**src/rtl/aukv_pkg.sv**
```systemverilog
// rtl/aukv_pkg.sv - shared constants and write-back source enum for the GPR write-back scheduler
package aukv_pkg;

    localparam int XLEN = 32;
    localparam int NREG = 32;
    localparam int AW   = 5;

    typedef enum logic [1:0] {
        WB_NONE = 2'd0,
        WB_ALU  = 2'd1,
        WB_LSU  = 2'd2
    } wb_src_e;

endpackage

```
**src/rtl/aukv_gpr_wb_sched_if.sv**
```systemverilog
// rtl/aukv_gpr_wb_sched_if.sv - issue, kill, ALU/LSU result and regfile write-port bundle
interface aukv_gpr_wb_sched_if;
    import aukv_pkg::*;

    logic            i_iss_valid;
    logic [AW-1:0]   i_iss_rd;
    logic [AW-1:0]   i_iss_rs1;
    logic [AW-1:0]   i_iss_rs2;
    logic            i_iss_rs1_used;
    logic            i_iss_rs2_used;
    logic            o_iss_stall;

    logic            i_kill_valid;
    logic [AW-1:0]   i_kill_rd;

    logic            i_alu_valid;
    logic [AW-1:0]   i_alu_rd;
    logic [XLEN-1:0] i_alu_data;

    logic            i_lsu_valid;
    logic            o_lsu_ready;
    logic [AW-1:0]   i_lsu_rd;
    logic [XLEN-1:0] i_lsu_data;

    logic            o_rf_we;
    logic [AW-1:0]   o_rf_rd_addr;
    logic [XLEN-1:0] o_rf_rd_data;

    logic [NREG-1:0] o_busy;

    modport master (
        output i_iss_valid, i_iss_rd, i_iss_rs1, i_iss_rs2, i_iss_rs1_used, i_iss_rs2_used,
        input  o_iss_stall,
        output i_kill_valid, i_kill_rd,
        output i_alu_valid, i_alu_rd, i_alu_data,
        output i_lsu_valid, i_lsu_rd, i_lsu_data,
        input  o_lsu_ready,
        input  o_rf_we, o_rf_rd_addr, o_rf_rd_data,
        input  o_busy
    );

    modport slave (
        input  i_iss_valid, i_iss_rd, i_iss_rs1, i_iss_rs2, i_iss_rs1_used, i_iss_rs2_used,
        output o_iss_stall,
        input  i_kill_valid, i_kill_rd,
        input  i_alu_valid, i_alu_rd, i_alu_data,
        input  i_lsu_valid, i_lsu_rd, i_lsu_data,
        output o_lsu_ready,
        output o_rf_we, o_rf_rd_addr, o_rf_rd_data,
        output o_busy
    );

endinterface

```
**src/rtl/aukv_scoreboard.sv**
```systemverilog
// rtl/aukv_scoreboard.sv - busy bitmap of GPRs with a write in flight, plus RAW/WAW hazard stall
module aukv_scoreboard
    import aukv_pkg::*;
(
    input  logic            i_clk,
    input  logic            i_rstn,
    input  logic            i_iss_valid,
    input  logic [AW-1:0]   i_iss_rd,
    input  logic [AW-1:0]   i_iss_rs1,
    input  logic [AW-1:0]   i_iss_rs2,
    input  logic            i_iss_rs1_used,
    input  logic            i_iss_rs2_used,
    input  logic            i_kill_valid,
    input  logic [AW-1:0]   i_kill_rd,
    input  logic            i_wb_we,
    input  logic [AW-1:0]   i_wb_rd,
    output logic            o_iss_stall,
    output logic [NREG-1:0] o_busy
);

    logic [NREG-1:0] busy_q;
    logic [NREG-1:0] busy_d;
    logic            stall;
    logic            iss_set;

    always_comb begin
        stall = i_iss_valid &&
                ((i_iss_rs1_used && busy_q[i_iss_rs1]) ||
                 (i_iss_rs2_used && busy_q[i_iss_rs2]) ||
                 busy_q[i_iss_rd]);
        iss_set = i_iss_valid && !stall && (i_iss_rd != '0);
    end

    // Clears applied before the set so a same-cycle issue wins over a kill of that reg.
    always_comb begin
        busy_d = busy_q;
        if (i_wb_we) begin
            busy_d[i_wb_rd] = 1'b0;
        end
        if (i_kill_valid) begin
            busy_d[i_kill_rd] = 1'b0;
        end
        if (iss_set) begin
            busy_d[i_iss_rd] = 1'b1;
        end
        busy_d[0] = 1'b0;
    end

    always_ff @(posedge i_clk or negedge i_rstn) begin
        if (!i_rstn) begin
            busy_q <= '0;
        end else begin
            busy_q <= busy_d;
        end
    end

    assign o_iss_stall = stall;
    assign o_busy      = busy_q;

endmodule

```
**src/rtl/aukv_gpr_wb_sched.sv**
```systemverilog
// rtl/aukv_gpr_wb_sched.sv - regfile write-port arbiter (ALU priority, 1-entry LSU buffer) and scoreboard
module aukv_gpr_wb_sched
    import aukv_pkg::*;
(
    input  logic                 i_clk,
    input  logic                 i_rstn,
    aukv_gpr_wb_sched_if.slave   bus
);

    logic            alu_wr;
    logic            lsu_ready;
    logic            lsu_acc;
    wb_src_e         src;

    logic            buf_full_q, buf_full_d;
    logic [AW-1:0]   buf_rd_q,   buf_rd_d;
    logic [XLEN-1:0] buf_data_q, buf_data_d;

    logic            rf_we_q,    rf_we_d;
    logic [AW-1:0]   rf_addr_q,  rf_addr_d;
    logic [XLEN-1:0] rf_data_q,  rf_data_d;

    always_comb begin
        alu_wr    = bus.i_alu_valid && (bus.i_alu_rd != '0);
        lsu_ready = !buf_full_q || !alu_wr;
        lsu_acc   = bus.i_lsu_valid && lsu_ready && (bus.i_lsu_rd != '0);
    end

    always_comb begin
        src = WB_NONE;
        if (alu_wr) begin
            src = WB_ALU;
        end else if (buf_full_q) begin
            src = WB_LSU;
        end
    end

    // A drain and a new accept may coincide; the accept refills the entry just emptied.
    always_comb begin
        buf_full_d = buf_full_q;
        buf_rd_d   = buf_rd_q;
        buf_data_d = buf_data_q;
        if (src == WB_LSU) begin
            buf_full_d = 1'b0;
        end
        if (lsu_acc) begin
            buf_full_d = 1'b1;
            buf_rd_d   = bus.i_lsu_rd;
            buf_data_d = bus.i_lsu_data;
        end
    end

    always_comb begin
        rf_we_d   = 1'b0;
        rf_addr_d = rf_addr_q;
        rf_data_d = rf_data_q;
        case (src)
            WB_ALU: begin
                rf_we_d   = 1'b1;
                rf_addr_d = bus.i_alu_rd;
                rf_data_d = bus.i_alu_data;
            end
            WB_LSU: begin
                rf_we_d   = 1'b1;
                rf_addr_d = buf_rd_q;
                rf_data_d = buf_data_q;
            end
            default: begin
                rf_we_d = 1'b0;
            end
        endcase
    end

    always_ff @(posedge i_clk or negedge i_rstn) begin
        if (!i_rstn) begin
            buf_full_q <= 1'b0;
            buf_rd_q   <= '0;
            buf_data_q <= '0;
            rf_we_q    <= 1'b0;
            rf_addr_q  <= '0;
            rf_data_q  <= '0;
        end else begin
            buf_full_q <= buf_full_d;
            buf_rd_q   <= buf_rd_d;
            buf_data_q <= buf_data_d;
            rf_we_q    <= rf_we_d;
            rf_addr_q  <= rf_addr_d;
            rf_data_q  <= rf_data_d;
        end
    end

    aukv_scoreboard u_scoreboard (
        .i_clk          (i_clk),
        .i_rstn         (i_rstn),
        .i_iss_valid    (bus.i_iss_valid),
        .i_iss_rd       (bus.i_iss_rd),
        .i_iss_rs1      (bus.i_iss_rs1),
        .i_iss_rs2      (bus.i_iss_rs2),
        .i_iss_rs1_used (bus.i_iss_rs1_used),
        .i_iss_rs2_used (bus.i_iss_rs2_used),
        .i_kill_valid   (bus.i_kill_valid),
        .i_kill_rd      (bus.i_kill_rd),
        .i_wb_we        (rf_we_q),
        .i_wb_rd        (rf_addr_q),
        .o_iss_stall    (bus.o_iss_stall),
        .o_busy         (bus.o_busy)
    );

    assign bus.o_lsu_ready  = lsu_ready;
    assign bus.o_rf_we      = rf_we_q;
    assign bus.o_rf_rd_addr = rf_addr_q;
    assign bus.o_rf_rd_data = rf_data_q;

endmodule

```
**src/flat_wrapper.sv**
```systemverilog
// flat-port wrapper written by rule: the top's interface ports become plain ports
module aukv_gpr_wb_sched_flat import aukv_pkg::*;
  (i_clk, i_rstn, bus_i_iss_valid, bus_i_iss_rd, bus_i_iss_rs1, bus_i_iss_rs2, bus_i_iss_rs1_used, bus_i_iss_rs2_used, bus_o_iss_stall, bus_i_kill_valid, bus_i_kill_rd, bus_i_alu_valid, bus_i_alu_rd, bus_i_alu_data, bus_i_lsu_valid, bus_i_lsu_rd, bus_i_lsu_data, bus_o_lsu_ready, bus_o_rf_we, bus_o_rf_rd_addr, bus_o_rf_rd_data, bus_o_busy);
  aukv_gpr_wb_sched_if bus_i ();
  input  logic i_clk;
  input  logic i_rstn;
  input wire logic [$bits(bus_i.i_iss_valid)-1:0] bus_i_iss_valid;
  input wire logic [$bits(bus_i.i_iss_rd)-1:0] bus_i_iss_rd;
  input wire logic [$bits(bus_i.i_iss_rs1)-1:0] bus_i_iss_rs1;
  input wire logic [$bits(bus_i.i_iss_rs2)-1:0] bus_i_iss_rs2;
  input wire logic [$bits(bus_i.i_iss_rs1_used)-1:0] bus_i_iss_rs1_used;
  input wire logic [$bits(bus_i.i_iss_rs2_used)-1:0] bus_i_iss_rs2_used;
  output wire logic [$bits(bus_i.o_iss_stall)-1:0] bus_o_iss_stall;
  input wire logic [$bits(bus_i.i_kill_valid)-1:0] bus_i_kill_valid;
  input wire logic [$bits(bus_i.i_kill_rd)-1:0] bus_i_kill_rd;
  input wire logic [$bits(bus_i.i_alu_valid)-1:0] bus_i_alu_valid;
  input wire logic [$bits(bus_i.i_alu_rd)-1:0] bus_i_alu_rd;
  input wire logic [$bits(bus_i.i_alu_data)-1:0] bus_i_alu_data;
  input wire logic [$bits(bus_i.i_lsu_valid)-1:0] bus_i_lsu_valid;
  input wire logic [$bits(bus_i.i_lsu_rd)-1:0] bus_i_lsu_rd;
  input wire logic [$bits(bus_i.i_lsu_data)-1:0] bus_i_lsu_data;
  output wire logic [$bits(bus_i.o_lsu_ready)-1:0] bus_o_lsu_ready;
  output wire logic [$bits(bus_i.o_rf_we)-1:0] bus_o_rf_we;
  output wire logic [$bits(bus_i.o_rf_rd_addr)-1:0] bus_o_rf_rd_addr;
  output wire logic [$bits(bus_i.o_rf_rd_data)-1:0] bus_o_rf_rd_data;
  output wire logic [$bits(bus_i.o_busy)-1:0] bus_o_busy;
  assign bus_i.i_iss_valid = bus_i_iss_valid;
  assign bus_i.i_iss_rd = bus_i_iss_rd;
  assign bus_i.i_iss_rs1 = bus_i_iss_rs1;
  assign bus_i.i_iss_rs2 = bus_i_iss_rs2;
  assign bus_i.i_iss_rs1_used = bus_i_iss_rs1_used;
  assign bus_i.i_iss_rs2_used = bus_i_iss_rs2_used;
  assign bus_o_iss_stall = bus_i.o_iss_stall;
  assign bus_i.i_kill_valid = bus_i_kill_valid;
  assign bus_i.i_kill_rd = bus_i_kill_rd;
  assign bus_i.i_alu_valid = bus_i_alu_valid;
  assign bus_i.i_alu_rd = bus_i_alu_rd;
  assign bus_i.i_alu_data = bus_i_alu_data;
  assign bus_i.i_lsu_valid = bus_i_lsu_valid;
  assign bus_i.i_lsu_rd = bus_i_lsu_rd;
  assign bus_i.i_lsu_data = bus_i_lsu_data;
  assign bus_o_lsu_ready = bus_i.o_lsu_ready;
  assign bus_o_rf_we = bus_i.o_rf_we;
  assign bus_o_rf_rd_addr = bus_i.o_rf_rd_addr;
  assign bus_o_rf_rd_data = bus_i.o_rf_rd_data;
  assign bus_o_busy = bus_i.o_busy;
  aukv_gpr_wb_sched u_core (.i_clk(i_clk), .i_rstn(i_rstn), .bus(bus_i));
endmodule
```
**config.mk**
```make
export PLATFORM = sky130hd
export DESIGN_NAME = aukv_gpr_wb_sched_flat
export DESIGN_NICKNAME = d
export VERILOG_FILES = /design/src/rtl/aukv_pkg.sv /design/src/rtl/aukv_gpr_wb_sched_if.sv /design/src/rtl/aukv_scoreboard.sv /design/src/rtl/aukv_gpr_wb_sched.sv /design/src/flat_wrapper.sv
export SDC_FILE = /design/constraint.sdc
export NUM_CORES = 1
export LEC_CHECK = 0
export ABC_AREA = 1
export BUFFER_PORTS_ARGS = -buffer_cell sky130_fd_sc_hd__buf_2
export CAP_MARGIN = 5
export CORE_ASPECT_RATIO = 1.75
export CORE_UTILIZATION = 40
export DETAILED_ROUTE_END_ITERATION = 16
export GPL_TIMING_DRIVEN = 1
export SETUP_SLACK_MARGIN = 0.15
export SYNTH_ARGS = -nofsm -noshare
export SYNTH_HDL_FRONTEND = slang
export SYNTH_SLANG_ARGS = --single-unit
```
**constraint.sdc**
```tcl
create_clock -name i_clk -period 3.7 [get_ports i_clk]
set_clock_uncertainty 0.05 [all_clocks]
set_input_delay 0.37 -clock i_clk [delete_from_list [all_inputs] [get_ports i_clk]]
set_output_delay 0.37 -clock i_clk [all_outputs]
set_load 0.05 [all_outputs]
```
# == Word-level counts from Yosys, hierarchy flattened ==
# Cells that the tools add are included.
# totals
ff_bits,107
in_bits,102
output_inout_bits,72
elab_cells,67
# classes
magnitude_cmp,8
n_eq_ne,2
muxes,22
n_bitwise,5
n_reduce_logical,23
# ops
operator,count
two-way mux 32 bit,3
bitwise AND 32 bit,2
inverter 32 bit,2
one-hot mux 32 bit (2 select lines),1
OR 32 bit,1
< comparator 5 x 6 -> 1 bit (second input constant),5
binary-select mux 1 bit (select 5 bit),3
demux 1 bit (select 5 bit),3
greater-or-equal comparator 5 x 1 -> 1 bit (second input constant),3
nonzero test 5 bit,3
logical AND 1 bit,11
one-hot mux 5 bit (2 select lines),1
two-way mux 1 bit,9
two-way mux 2 bit,2
nonzero test 2 bit,2
zero test 1 bit,3
logical OR 1 bit,3
equality test 2 x 1 -> 1 bit (second input constant),1
equality test 2 bit (second input constant),1
OR reduction 2 bit,1

# == Depth between registers and ports, before layout ==
# depth
word_depth,11
ltp_mapped,14
ltp_nobuf,13

# == Modules after synthesis ==
# A second synthesis with hierarchy kept.
# unflattened
cells_unflattened,862
area_unflattened_um2,6379.9
# by_module_without_submodules
module,instances,cells_each,area_per_inst_um2,seq_area_each_um2
aukv_gpr_wb_sched,1,381,3452.1,1901.8
aukv_scoreboard,1,481,2927.8,775.7

# == Worst setup path before layout ==
# No wires, ideal clock.
# synth_path
path_type,register -> output
start,register u_core.u_scoreboard.busy_q[16] (netlist: u_core.u_scoreboard.o_busy[16])
end,output bus_o_iss_stall
arrival_ns,1.715
t_required_ns,3.280
slack_ns,1.565
stages_incl_launch_ff,11
n_path_buf,0
cell_sequence,dfrtp_1 -> inv_1 -> o21ai_0 -> nand2_1 -> nand2_1 -> nand2_1 -> nor2_1 -> nor2_1 -> nor2_1 -> o21ai_0 -> inv_1
# synth_via
elab_chain_len,6
word_cells_on_any_way,11
cone_classes,mux: 6; reduce/logical: 5
# synth_lines
item,line_no,text
"start, declared",aukv_scoreboard.sv:21,logic [NREG-1:0] busy_q;
"start signal, assigned",aukv_scoreboard.sv:53,busy_q <= busy_d;
"binary-select mux 1 bit (select 5 bit), on equally long branches","aukv_scoreboard.sv:28, aukv_scoreboard.sv:29",
"two-way mux 1 bit, on equally long branches","aukv_scoreboard.sv:28, aukv_scoreboard.sv:29",
"logical AND 1 bit, on equally long branches","aukv_scoreboard.sv:28, aukv_scoreboard.sv:29",
logical OR 1 bit,aukv_scoreboard.sv:28,((i_iss_rs1_used && busy_q[i_iss_rs1]) ||
logical OR 1 bit *,aukv_scoreboard.sv:29,(i_iss_rs2_used && busy_q[i_iss_rs2]) ||
logical AND 1 bit *,aukv_scoreboard.sv:27,stall = i_iss_valid &&
"end, declared",flat_wrapper.sv:13,output wire logic [$bits(bus_i.o_iss_stall)-1:0] bus_o_iss_stall;
# Every way passes the cells marked *; elsewhere a longest branch is shown, timed or not. The select of a mux whose other input is x is not followed.

# == Worst setup path in the final report ==
# layout_path
start,input bus_i_iss_rd[0]
end,output bus_o_iss_stall
# layout_via
elab_chain_len,4
# layout_lines
item,line_no,text
"start, declared",flat_wrapper.sv:8,input wire logic [$bits(bus_i.i_iss_rd)-1:0] bus_i_iss_rd;
binary-select mux 1 bit (select 5 bit),aukv_scoreboard.sv:30,busy_q[i_iss_rd]);
two-way mux 1 bit (not written as such),aukv_scoreboard.sv:30,
logical OR 1 bit,aukv_scoreboard.sv:29,
logical AND 1 bit,aukv_scoreboard.sv:27,
# Every way passes these cells. The select of a mux whose other input is x is not followed.

==> results.yml <==
run_status:
  status: "finished clean"
global_route:
  gr-total-overflow: 0
  grt_max_degree: 56
  grt_pass1_wl_um: 29700
  antenna_found_initial: 0
  grt_pass1_vias: 5973
  grt.total_usage_pct: 25.6
timing:
  rsz0062_at_grt: "no"
  fin_setup_tns_ns: 0
  drv_slew: 0
  timing.final.crit_share_pct: 71.9
  setup_viol: 0
  fin_crit_ns: 2.66
  worst_slew_pin_slew_ns: 0.945
  hold_viol_final: 0
  relSlewSlack_pct: 36.9
  clock.fmax_mhz: 376
  whs_ns: 0.0203
floorplanning:
  fp.dieH_um: 163
  core_region_area_um2: 14400
  ios: 174
  die_area_um2: 15400
  die_w_um: 94.1
  start_util_pct: 41.1
  rows: 58
power_and_ir_drop:
  leakage_uw: 0.00389
  p_switching_uw: 1680
  seq_power_share_pct: 39.4
  p_per_area_nw_per_um2: 552
  peakVddDrop_mv: 0.297
  pwr-share-comb_pct: 34.2
  p_sw_share_pct: 42.0
  clockPowerShare_pct: 26.4
  p_int_uw: 2330
worst_setup_path:
  critPathLaunchType: "input port"
  cp_max_fo: 13
  critPathCapture: "bus_o_iss_stall"
  reg2reg_from: "u_core.u_scoreboard.o_busy[4]"
  crit_chain: "buf_2 -> nand2_1 -> inv_1 -> nand2_1 -> nand3_1 -> nand2_1 -> inv_1 -> nor2_1 -> nand2_1 -> nor2_1 -> nand2_1 -> o21ai_0 -> inv_1 -> buf_2"
  cpPeakStageDelay_ns: 0.42
  slowest_stage: "nand2_1"
  cp_common_cell: "nand2_1"
  r2r_slack_ns: 1.68
  r2r_cells: 11
  cp.required_ns: 3.28
  arrival_ns: 2.24
  rr_endpoint: "u_core.u_scoreboard.o_busy[19]"
  crit_type: "input port to output pin"
  crit_path_end_kind: "output pin"
  startpoint: "bus_i_iss_rd[0]"
clock_network:
  clk_path_buf_depth: 2
  insertion_delay_ns: 0.34
  post_cts_buffers: 0
  cts_max_level: 3
  clk_pin_slew_ns: 0.08
  clock-sinks: 107
  cts-resized-gates: 0
  holdBufCountCts: 0
  cts_buffers: 9
  root_buffer: "clkbuf_16"
  tritoncts: "built"
synthesis:
  syn-cell-area_um2: 5940
  ys.flop_type: "dfrtp_1"
  synthDistinctLibCells: 23
  synth_xor_area_share_pct: 0
  synth_top_family_by_area: "simple AND/OR/NAND/NOR gates"
  synth_mux_area_share_pct: 0
  synth-adder-area-share_pct: 0
  synth_compound_area_share_pct: 10.4
  synthSimpleGateAreaFrac_pct: 33.6
  synth_cells: 840
  synth_nets: 942
  synth-async-reset-ratio_pct: 100
  ys_warn_count: 0
  yosys.area.top_type: "dfrtp_1"
  synth_top_area_share_pct: 45.1
  syn_area_per_cell_um2: 7.07
  synthTopCellsByArea: "dfrtp_1 (45%), nand2_1 (17%), nand3_1 (10%)"
  synth-edff-count: 0
  ys_seq_area_share_pct: 45.1
  synth-seq-cells: 107
routing:
  wl_um: 19300
  firstDrtPassIters: 5
  vias: 6079
  viasPerCell: 5.15
  drc: 0
  ant_nets: 0
  drtIter0Drc: 277
  routedWlPerCell_um: 16.3
min_path:
  hold_path_class: "input port to async pin"
layout:
  final_cells: 1180
  fillers: 1514
  final_cell_mix: "nand2_1 (271), buf_2 (171), inv_1 (122), nand3_1 (120), dfrtp_1 (107)"
  syn2layout_area_growth_pct: 22.3
  post-route-util_pct: 50.3
  nNetsFinal: 1097
  drive_gt1_share_pct: 20.5
  antenna_cells: 0
  final_common_cell: "nand2_1"
placement:
  place_inst: 1164
  port_buffers: 172
  dp_hpwl_um: 14500
  gp_congestion: 0.917
job:
  maxCapViolations: 0
-- sequential cells by signal, summed over array words and instances, names as in the netlist --
| signal | cells |
|---|---|
| u_core.buf_data_q | 32 |
| u_core.buf_full_q | 1 |
| u_core.buf_rd_q | 5 |
| u_core.bus.o_rf_rd_addr | 5 |
| u_core.bus.o_rf_rd_data | 32 |
| u_core.bus.o_rf_we | 1 |
| u_core.u_scoreboard.o_busy | 31 |
-- metrics by stage --
step	setup slack, ns	power (uW)	area [um^2]
floorplan	1.56	2530	5940
finish	1.04	4010	7260
global placement	1.13	2960	6930
detailed placement	1.05	2970	6930
CTS	1.05	4050	7260
global route	0.868	4230	7260
-- cells by family after synthesis --
kind of cell / Yosys count
flops: 107
other cells: 1
buf+inv: 160
simple gates: 476
compound gates: 96
-- synth_stat cells (all sizes together) (3+ instances only) --
library cell / n
a21oi: 11
buf: 20
clkbuf: 13
dfrtp: 107
inv: 127
nand2: 272
nand3: 120
nand4: 3
nor2: 53
nor3: 26
o211ai: 3
o21ai: 48
o221ai: 33
-- power groups by stage --
| stage | clock (uW) | sequential, uW | combinational (uW) |
|---|---|---|---|
| floorplan | 0 | 2030 | 497 |
| global placement | 0 | 1600 | 1360 |
| detailed placement | 0 | 1590 | 1370 |
| CTS | 1100 | 1580 | 1380 |
| global route | 1140 | 1610 | 1490 |
| finish | 1060 | 1580 | 1370 |
-- per-layer routing --
metal,share of wire (%),global-route usage (%)
met1,37,26.5
met2,52,46.7
met3,5.7,4.89
met4,5.6,15.5
met5,0,0
-- how the worst min path moves through the flow --
| stage | from | endpoint | slack [ns] | depth (start not counted) |
|---|---|---|---|---|
| after CTS | i_rstn | u_core.bus.o_rf_rd_data[15] | 0.04 | 1 |
| after global routing | i_rstn | u_core.bus.o_rf_rd_data[17] | 0.07 | 1 |
| final | i_rstn | u_core.bus.o_rf_rd_data[13] | 0.02 | 1 |
| after detailed placement | i_rstn | u_core.bus.o_rf_rd_data[15] | 0.41 | 1 |
| after global placement | u_core.bus.o_rf_rd_data[19] | u_core.bus.o_rf_rd_data[19] | 0.41 | 2 |
| after floorplan | i_rstn | u_core.buf_data_q[0] | 0.02 | 0 |
-- layout make-up --
cell class	instances	area [um^2]	area share, %
repair buffers	177	913	12.6
clock buffers	9	225	3.10
flip-flops and latches	107	2680	36.9
clock inverters	7	109	1.50
multi-input cells	573	2640	36.3
well taps	180	225	3.10
inverters	127	477	6.56
-- critical path, delay by kind of cell --
kind	cells	cell delay [ns]
AND/OR/NAND/NOR	8	1.02
buffers and inverters	5	0.67
AO/OA/AOI/OAI	1	0.17
Note: power is estimated with default switching activity, not from simulation.
